`config.mk`:
```
export PLATFORM = sky130hd
export DESIGN_NAME = hazard_ctrl_flat
export DESIGN_NICKNAME = d
export VERILOG_FILES = /design/src/rtl/hazard_pkg.sv /design/src/rtl/hazard_ctrl_if.sv /design/src/rtl/hazard_md_fsm.sv /design/src/rtl/hazard_ctrl.sv /design/src/flat_wrapper.sv
export SDC_FILE = /design/constraint.sdc
export NUM_CORES = 1
export LEC_CHECK = 0
export CORE_ASPECT_RATIO = 0.75
export CORE_UTILIZATION = 55
export DETAILED_ROUTE_END_ITERATION = 8
export DONT_BUFFER_PORTS = 1
export PLACE_DENSITY = 0.7
export SYNTH_ARGS = -nofsm -noshare
export SYNTH_HDL_FRONTEND = slang
export SYNTH_HIERARCHICAL = 1
export SYNTH_SLANG_ARGS = --single-unit
```
`constraint.sdc`:
```
create_clock -name clk -period 2 [get_ports clk]
set_clock_uncertainty 0.15 [all_clocks]
set_input_delay 0.3 -clock clk [delete_from_list [all_inputs] [get_ports clk]]
set_output_delay 0.3 -clock clk [all_outputs]
set_load 0.1 [all_outputs]
```
`src/rtl/hazard_pkg.sv`:
```
// hazard_pkg: FSM state enum and watchdog counter width shared by hazard_ctrl and its sub-module
package hazard_pkg;
  typedef enum logic {RUN, MD_WAIT} md_state_e;
  localparam int CNT_W = 16;
endpackage

```
`src/rtl/hazard_ctrl_if.sv`:
```
// hazard_ctrl_if: pipeline <-> hazard unit bundle; perf counter signals exist only with HAZARD_PERF_EN
interface hazard_ctrl_if #(parameter int XLEN = 64, parameter int RA_W = 5);
  logic [RA_W-1:0] rs1_IDR, rs2_IDR, rd_EXA;
  logic            rs1_used_IDR, rs2_used_IDR, mem_read_EXA;
  logic            md_req_EXA, md_done, branch_taken_EXB;
  logic [XLEN-1:0] branch_target_EXB, redirect_pc_IFP;
  logic            stall_IFP, stall_IFR, stall_IDC, stall_IDR, stall_EXA, bubble_EXA;
  logic            flush_IFR, flush_IDC, flush_IDR, flush_EXA;
  logic            redirect_valid_IFP, md_timeout;
`ifdef HAZARD_PERF_EN
  logic [31:0]     perf_stall_cnt, perf_flush_cnt;
  modport master (
    output rs1_IDR, rs2_IDR, rs1_used_IDR, rs2_used_IDR, rd_EXA, mem_read_EXA,
           md_req_EXA, md_done, branch_taken_EXB, branch_target_EXB,
    input  stall_IFP, stall_IFR, stall_IDC, stall_IDR, stall_EXA, bubble_EXA,
           flush_IFR, flush_IDC, flush_IDR, flush_EXA, redirect_valid_IFP, redirect_pc_IFP,
           md_timeout, perf_stall_cnt, perf_flush_cnt
  );
  modport slave (
    input  rs1_IDR, rs2_IDR, rs1_used_IDR, rs2_used_IDR, rd_EXA, mem_read_EXA,
           md_req_EXA, md_done, branch_taken_EXB, branch_target_EXB,
    output stall_IFP, stall_IFR, stall_IDC, stall_IDR, stall_EXA, bubble_EXA,
           flush_IFR, flush_IDC, flush_IDR, flush_EXA, redirect_valid_IFP, redirect_pc_IFP,
           md_timeout, perf_stall_cnt, perf_flush_cnt
  );
`else
  modport master (
    output rs1_IDR, rs2_IDR, rs1_used_IDR, rs2_used_IDR, rd_EXA, mem_read_EXA,
           md_req_EXA, md_done, branch_taken_EXB, branch_target_EXB,
    input  stall_IFP, stall_IFR, stall_IDC, stall_IDR, stall_EXA, bubble_EXA,
           flush_IFR, flush_IDC, flush_IDR, flush_EXA, redirect_valid_IFP, redirect_pc_IFP,
           md_timeout
  );
  modport slave (
    input  rs1_IDR, rs2_IDR, rs1_used_IDR, rs2_used_IDR, rd_EXA, mem_read_EXA,
           md_req_EXA, md_done, branch_taken_EXB, branch_target_EXB,
    output stall_IFP, stall_IFR, stall_IDC, stall_IDR, stall_EXA, bubble_EXA,
           flush_IFR, flush_IDC, flush_IDR, flush_EXA, redirect_valid_IFP, redirect_pc_IFP,
           md_timeout
  );
`endif
endinterface

```
`src/rtl/hazard_md_fsm.sv`:
```
// hazard_md_fsm: multi-cycle op wait FSM with watchdog that releases the pipeline after MD_MAX cycles
module hazard_md_fsm
  import hazard_pkg::*;
#(
  parameter int MD_MAX = 64
) (
  input  logic clk,
  input  logic rst,
  input  logic md_req_i,
  input  logic md_done_i,
  input  logic branch_i,
  output logic md_wait_o,
  output logic md_stall_o,
  output logic md_timeout_o
);
  md_state_e        state_q, state_d;
  logic [CNT_W-1:0] cnt_q, cnt_d;
  logic             wait_s, timeout_s, exit_s;
  always_comb begin
    wait_s    = !rst && state_q == MD_WAIT;
    timeout_s = wait_s && cnt_q == CNT_W'(MD_MAX - 1);
    exit_s    = md_done_i || branch_i || timeout_s;
    state_d   = wait_s ? (exit_s ? RUN : MD_WAIT)
                       : ((md_req_i && !branch_i && !md_done_i) ? MD_WAIT : RUN);
    cnt_d     = wait_s ? cnt_q + 1'b1 : '0;
  end
  always_ff @(posedge clk) begin
    if (rst) begin
      state_q <= RUN;
      cnt_q   <= '0;
    end else begin
      state_q <= state_d;
      cnt_q   <= cnt_d;
    end
  end
  assign md_wait_o    = wait_s;
  assign md_stall_o   = wait_s && !exit_s;
  assign md_timeout_o = timeout_s;
endmodule

```
`src/rtl/hazard_ctrl.sv`:
```
// hazard_ctrl: pipeline stall/flush/redirect control; HAZARD_PERF_EN adds stall/flush cycle counters
module hazard_ctrl
  import hazard_pkg::*;
#(
  parameter int XLEN   = 64,
  parameter int RA_W   = 5,
  parameter int MD_MAX = 64
) (
  input logic         clk,
  input logic         rst,
  hazard_ctrl_if.slave bus
);
  logic            br, lu, md_wait, md_stall, md_timeout, stall_fe;
  logic [RA_W-1:0] rd;
  logic            redirect_valid_q, redirect_valid_d;
  logic [XLEN-1:0] redirect_pc_q, redirect_pc_d;
  hazard_md_fsm #(.MD_MAX(MD_MAX)) u_md (
    .clk         (clk),
    .rst         (rst),
    .md_req_i    (bus.md_req_EXA),
    .md_done_i   (bus.md_done),
    .branch_i    (br),
    .md_wait_o   (md_wait),
    .md_stall_o  (md_stall),
    .md_timeout_o(md_timeout)
  );
  // load-use is ignored in MD_WAIT since the front end is already held
  always_comb begin
    rd               = bus.rd_EXA;
    br               = !rst && bus.branch_taken_EXB;
    lu               = !rst && !md_wait && bus.mem_read_EXA && rd != '0 &&
                       ((bus.rs1_used_IDR && bus.rs1_IDR == rd) ||
                        (bus.rs2_used_IDR && bus.rs2_IDR == rd));
    stall_fe         = !br && (md_stall || lu);
    redirect_valid_d = br;
    redirect_pc_d    = br ? bus.branch_target_EXB : redirect_pc_q;
  end
  always_ff @(posedge clk) begin
    if (rst) begin
      redirect_valid_q <= 1'b0;
      redirect_pc_q    <= '0;
    end else begin
      redirect_valid_q <= redirect_valid_d;
      redirect_pc_q    <= redirect_pc_d;
    end
  end
  assign bus.stall_IFP          = stall_fe;
  assign bus.stall_IFR          = stall_fe;
  assign bus.stall_IDC          = stall_fe;
  assign bus.stall_IDR          = stall_fe;
  assign bus.stall_EXA          = !br && md_stall;
  assign bus.bubble_EXA         = !br && lu;
  assign bus.flush_IFR          = br || (!rst && redirect_valid_q);
  assign bus.flush_IDC          = br;
  assign bus.flush_IDR          = br;
  assign bus.flush_EXA          = br;
  assign bus.redirect_valid_IFP = redirect_valid_q;
  assign bus.redirect_pc_IFP    = redirect_pc_q;
  assign bus.md_timeout         = md_timeout;
`ifdef HAZARD_PERF_EN
  logic [31:0] perf_stall_q, perf_stall_d, perf_flush_q, perf_flush_d;
  always_comb begin
    perf_stall_d = perf_stall_q + 32'(stall_fe);
    perf_flush_d = perf_flush_q + 32'(br);
  end
  always_ff @(posedge clk) begin
    if (rst) begin
      perf_stall_q <= '0;
      perf_flush_q <= '0;
    end else begin
      perf_stall_q <= perf_stall_d;
      perf_flush_q <= perf_flush_d;
    end
  end
  assign bus.perf_stall_cnt = perf_stall_q;
  assign bus.perf_flush_cnt = perf_flush_q;
`endif
endmodule

```
`src/flat_wrapper.sv`:
```
// flat-port wrapper written by rule: the top's interface ports become plain ports
module hazard_ctrl_flat import hazard_pkg::*;
#(
  parameter int XLEN   = 64,
  parameter int RA_W   = 5,
  parameter int MD_MAX = 64
)
  (clk, rst, bus_rs1_IDR, bus_rs2_IDR, bus_rs1_used_IDR, bus_rs2_used_IDR, bus_rd_EXA, bus_mem_read_EXA, bus_md_req_EXA, bus_md_done, bus_branch_taken_EXB, bus_branch_target_EXB, bus_stall_IFP, bus_stall_IFR, bus_stall_IDC, bus_stall_IDR, bus_stall_EXA, bus_bubble_EXA, bus_flush_IFR, bus_flush_IDC, bus_flush_IDR, bus_flush_EXA, bus_redirect_valid_IFP, bus_redirect_pc_IFP, bus_md_timeout);
  hazard_ctrl_if #(.XLEN(XLEN), .RA_W(RA_W)) bus_i ();
  input logic clk;
  input logic rst;
  input wire logic [$bits(bus_i.rs1_IDR)-1:0] bus_rs1_IDR;
  input wire logic [$bits(bus_i.rs2_IDR)-1:0] bus_rs2_IDR;
  input wire logic [$bits(bus_i.rs1_used_IDR)-1:0] bus_rs1_used_IDR;
  input wire logic [$bits(bus_i.rs2_used_IDR)-1:0] bus_rs2_used_IDR;
  input wire logic [$bits(bus_i.rd_EXA)-1:0] bus_rd_EXA;
  input wire logic [$bits(bus_i.mem_read_EXA)-1:0] bus_mem_read_EXA;
  input wire logic [$bits(bus_i.md_req_EXA)-1:0] bus_md_req_EXA;
  input wire logic [$bits(bus_i.md_done)-1:0] bus_md_done;
  input wire logic [$bits(bus_i.branch_taken_EXB)-1:0] bus_branch_taken_EXB;
  input wire logic [$bits(bus_i.branch_target_EXB)-1:0] bus_branch_target_EXB;
  output wire logic [$bits(bus_i.stall_IFP)-1:0] bus_stall_IFP;
  output wire logic [$bits(bus_i.stall_IFR)-1:0] bus_stall_IFR;
  output wire logic [$bits(bus_i.stall_IDC)-1:0] bus_stall_IDC;
  output wire logic [$bits(bus_i.stall_IDR)-1:0] bus_stall_IDR;
  output wire logic [$bits(bus_i.stall_EXA)-1:0] bus_stall_EXA;
  output wire logic [$bits(bus_i.bubble_EXA)-1:0] bus_bubble_EXA;
  output wire logic [$bits(bus_i.flush_IFR)-1:0] bus_flush_IFR;
  output wire logic [$bits(bus_i.flush_IDC)-1:0] bus_flush_IDC;
  output wire logic [$bits(bus_i.flush_IDR)-1:0] bus_flush_IDR;
  output wire logic [$bits(bus_i.flush_EXA)-1:0] bus_flush_EXA;
  output wire logic [$bits(bus_i.redirect_valid_IFP)-1:0] bus_redirect_valid_IFP;
  output wire logic [$bits(bus_i.redirect_pc_IFP)-1:0] bus_redirect_pc_IFP;
  output wire logic [$bits(bus_i.md_timeout)-1:0] bus_md_timeout;
  assign bus_i.rs1_IDR = bus_rs1_IDR;
  assign bus_i.rs2_IDR = bus_rs2_IDR;
  assign bus_i.rs1_used_IDR = bus_rs1_used_IDR;
  assign bus_i.rs2_used_IDR = bus_rs2_used_IDR;
  assign bus_i.rd_EXA = bus_rd_EXA;
  assign bus_i.mem_read_EXA = bus_mem_read_EXA;
  assign bus_i.md_req_EXA = bus_md_req_EXA;
  assign bus_i.md_done = bus_md_done;
  assign bus_i.branch_taken_EXB = bus_branch_taken_EXB;
  assign bus_i.branch_target_EXB = bus_branch_target_EXB;
  assign bus_stall_IFP = bus_i.stall_IFP;
  assign bus_stall_IFR = bus_i.stall_IFR;
  assign bus_stall_IDC = bus_i.stall_IDC;
  assign bus_stall_IDR = bus_i.stall_IDR;
  assign bus_stall_EXA = bus_i.stall_EXA;
  assign bus_bubble_EXA = bus_i.bubble_EXA;
  assign bus_flush_IFR = bus_i.flush_IFR;
  assign bus_flush_IDC = bus_i.flush_IDC;
  assign bus_flush_IDR = bus_i.flush_IDR;
  assign bus_flush_EXA = bus_i.flush_EXA;
  assign bus_redirect_valid_IFP = bus_i.redirect_valid_IFP;
  assign bus_redirect_pc_IFP = bus_i.redirect_pc_IFP;
  assign bus_md_timeout = bus_i.md_timeout;
  hazard_ctrl #(.XLEN(XLEN), .RA_W(RA_W), .MD_MAX(MD_MAX)) u_core (.clk(clk), .rst(rst), .bus(bus_i));
endmodule
```
==> results of run 1 <==
## synth_stat cells (4+ instances only)
cell / count
nor2_1: 87
dfxtp_1: 82
mux2i_1: 64
xnor2_1: 13
xor2_1: 10
buf_4: 9
nor4_1: 7
nand3_1: 6
buf_2: 5
nor3_1: 5
buf_1: 4
inv_1: 4
nand2_1: 4
## logic make-up after synthesis
kind of cell	count (synthesis)
AOI/OAI and AO/OA	6
xor gates and xnor gates	23
adders and majority gates	1
buffers and inverters	26
DFF	82
muxes	64
and+or+nand+nor	122
## per-stage QoR
step	worst slack, ps	utilization	setup TNS (ps)	hold WS (ps)
detailed placement	-149.2	0.7309	-606.6	228.1
global placement	-58.19	0.7309	-229.7	225.9
floorplan	-1426	-	-7504	228.5
==> results.yml, run 1 <==
logic_synthesis:
  ys_top_cells_by_area: "dfxtp_1 51%, mux2i_1 20%, nor2_1 10%"
  synth-main-ff-cell: "dfxtp_1"
  post_synth_num_cell_types: 31
  syn_area_per_cell_um2: 9.990
  yosysTopAreaCellShare: 0.5072
  synth-xor-area-share: 0.06223
  synth_compound_area_frac: 0.01430
  synth_cells: 324
  ys_ff_latch: 82
  synth-simple-area-share: 0.1697
  postSynthNetCount: 412
  synth_top_family_by_area: "multiplexers"
  syn_area_um2: 3237
  yosysTopAreaCell: "dfxtp_1"
  synth-edff-count: 0
  seq_area_frac_synth: 0.5072
  synth_adder_area_share: 0.003865
  synth.area.mux_share: 0.1979
  yosys_warnings: 6
  synth_async_sr_flop_share: 0
placed_design:
  gp_congestion: 0.7583
  dp_cells: 468
  dpl.hpwl_um: 4978
  portBuffers: 0
  postPlaceCellArea_um2: 4018
cts:
  clock-sinks: 82
  htreeDepth: 3
  root_buffer: "clkbuf_8"
  ctsLongestPathBuffers: 2
  post_cts_buffers: 4
  postCtsHoldBufs: 102
  cts-resized-gates: 9
  cts-buffers-inserted: 9
floorplan:
  row_count: 23
  die_w_um: 90.58
  start_util: 0.5889
  die_y_um: 68.44
  ios: 163
run_status:
  error: "[ERROR RSZ-0060] Max buffer count reached."
  outcome: "stopped before the end"
  lastStage: "clock tree synthesis (4_1_cts)"
==> run 2, diff against run 1 <==
- CORE_ASPECT_RATIO: 0.75 -> not set
- CORE_UTILIZATION: 55 -> 40
- PLACE_DENSITY: 0.7 -> not set
- PLACE_DENSITY_LB_ADDON: not set -> 0.15
- clock period: 2 -> 2.6 ns (I/O delays scaled with it)
==> results.yml, run 2 <==
hold_path:
  min_to: "u_core/bus.redirect_pc_IFP[37]$_SDFFE_PP0P_"
  hold_class: "primary input to flop"
  hp-start: "bus_branch_target_EXB[37]"
  hold_depth: 2
logic_synthesis:
  postSynthNetCount: 412
  yosysMostFrequentCell: "nor2_1"
  post_synth_num_cell_types: 31
  ys_ff_latch: 82
  yosys-top-cells-count: "87 x nor2_1, 82 x dfxtp_1, 64 x mux2i_1"
  yosysTopAreaCellShare: 0.5072
  syn_area_per_cell_um2: 9.990
  yosys_warnings: 6
  syn_area_um2: 3237
  yosysTopAreaCell: "dfxtp_1"
  seq_area_frac_synth: 0.5072
  synth-edff-count: 0
  synth_async_sr_flop_share: 0
  synth_cells: 324
  synth-main-ff-cell: "dfxtp_1"
  ys_top_cells_by_area: "dfxtp_1 51%, mux2i_1 20%, nor2_1 10%"
sta:
  finalCritPeriodShare: 1.074
  final_hold_viol_count: 0
  hold_ws_ps: 63.15
  maxSlewHeadroom: 0.7373
  period_needed_ps: 2793
  setup_slack_ps: -193.4
  fmax_mhz: 358.0
  rsz0062_at_grt: "yes"
  worst_slew_pin_slew_ps: 394.1
  final_max_slew_viol_count: 0
  setup_viol: 3
run_status:
  violations: "setup timing"
  outcome: "finished with violations"
route:
  drt-vias-per-instance: 4.824
  first_pass_iters: 4
  ant_nets: 0
  detail_route.iter0.violations: 64
  num_vias: 2740
  drc: 0
  drt-wirelength-per-cell_um: 13.89
  routed_wl_um: 7889
critical_path:
  r2r-start: "u_core/u_md/cnt_q[14]$_SDFF_PP0_"
  required_ps: 2060
  worstPathMaxFanout: 4
  cpMaxStageDelayCell: "dfxtp_2"
  path_cells: "nor4_2, nand2_1, nor4_4, nor4_1, nor2b_4, o21bai_4, buf_12, buf_16"
  arrival_ps: 2250
  critical_path_class: "flop to output pin"
  r2r_slack_ps: 0
  r2r-end: "u_core/u_md/state_q$_SDFF_PP0_"
  r2r_cells: 11
  cp_slowest_stage_delay_ps: 350
  worstSetupStartpointType: "flop"
  crit_path_end_kind: "output pin"
power_and_ir_drop:
  leakage_uw: 0.002273
  ir_worst_vdd_v: 0.0002975
  power.density_nw_per_um2: 630.0
placed_design:
  portBuffers: 0
  post-place-ws_ps: 126.3
  gp_congestion: 0.7739
  postPlaceCellArea_um2: 3913
  dpl.hpwl_um: 4743
global_routing:
  grt_use_total: 0.1877
  gr-total-overflow: 0
  grt_max_degree: 69
  grt_first_pass_wirelength_um: 12560
  grt_pass1_vias: 2815
  antenna_found_initial: 0
cts:
  clkLatencyLatePin_ps: 350
  path_clk_slew_ps: 80
  root_buffer: "clkbuf_8"
  cts_tree: "yes"
  htreeDepth: 3
  clock-sinks: 82
  ctsLongestPathBuffers: 2
  cts-buffers-inserted: 9
cells_and_area:
  multi_input_area_um2: 1518
  n_antenna_cell: 0
  largest_reg_flops: 64
  post-route-util: 0.6265
  layout_common_cells: "85 x nor2_1, 77 x dfxtp_1, 76 x buf_4"
  n_fill_cell: 646
  drive_above_1_share: 0.2532
  finalNetCount: 549
  area_growth_pct: 50.33
  final_common_cell: "nor2_1"
  seq_area_um2: 1648
  postLayoutCellArea_um2: 4866
flow_run:
  drv_cap: 0
floorplan:
  dieArea_um2: 8456
  start_util: 0.4167
  core_um2: 7767
  die_y_um: 91.96
  die_w_um: 91.96
  ios: 163
  row_count: 32
-- run 2: cells by family after synthesis --
kind of cell,share of synthesized area
buffers and inverters,0.04483
muxes,0.1979
AOI/OAI and AO/OA,0.01430
xor gates and xnor gates,0.06223
and+or+nand+nor,0.1697
adders and majority gates,0.003865
DFF,0.5071
-- run 2: metrics by stage --
stage	total power, uW	instances	setup TNS (ps)
global placement	2062	479	0
finish	3066	568	-388.1
global route	3185	568	-730.0
floorplan	1988	324	-4062
CTS	3088	568	-429.8
detailed placement	2067	479	0
-- run 2: layer usage --
metal	GRT usage	share of wire
met1	0.2042	0.40
met2	0.3458	0.52
met3	0.05638	0.071
met4	0.05990	0.011
met5	0	0
-- run 2: final cells by class --
cell class / count / area share
repair buffers: 148 / 0.2782
well taps: 102 / 0.02623
inverters: 4 / 0.003086
clock buffers: 11 / 0.02906
flip-flops and latches: 82 / 0.3386
multi-input cells: 216 / 0.3119
clock inverters: 5 / 0.01286
-- run 2: how the worst max path moves through the flow --
stage	end	start	depth (start not counted)	slack, ps
3_5_place_dp	bus_stall_IDC	u_core/u_md/cnt_q[0]$_SDFF_PP0_	9	130
3_3_place_gp	bus_stall_IDC	u_core/u_md/cnt_q[0]$_SDFF_PP0_	9	160
5_1_grt	bus_stall_IDR	u_core/u_md/cnt_q[9]$_SDFF_PP0_	7	-270
2_1_floorplan	bus_stall_IDR	u_core/u_md/cnt_q[10]$_SDFF_PP0_	6	-950
4_1_cts	bus_stall_IDC	u_core/u_md/cnt_q[1]$_SDFF_PP0_	9	-210
6_report	bus_stall_IDC	u_core/u_md/cnt_q[14]$_SDFF_PP0_	8	-190
-- run 2: report_power, final --
part | total, uW | switching, uW | internal (uW)
Combinational | 786 | 565 | 221
Sequential | 1330 | 19.2 | 1320
Clock | 946 | 470 | 476
-- run 2: worst max-delay path, delay by kind of cell (launching register included) --
family | cells | cell delay, ps
flops | 1 | 350
buf+inv | 2 | 440
simple gates | 5 | 940
compound gates | 1 | 180
-- run 2: what timing repair did --
action	in CTS	in global routing
gates cloned	0	0
hold buffers	63	0
setup buffers	10	0
pin swaps	0	1
resized for setup	10	1
hold endpoints to repair	66	0
endpoints found under the setup margin	2	6
Note: power is estimated with default switching activity, not from simulation.
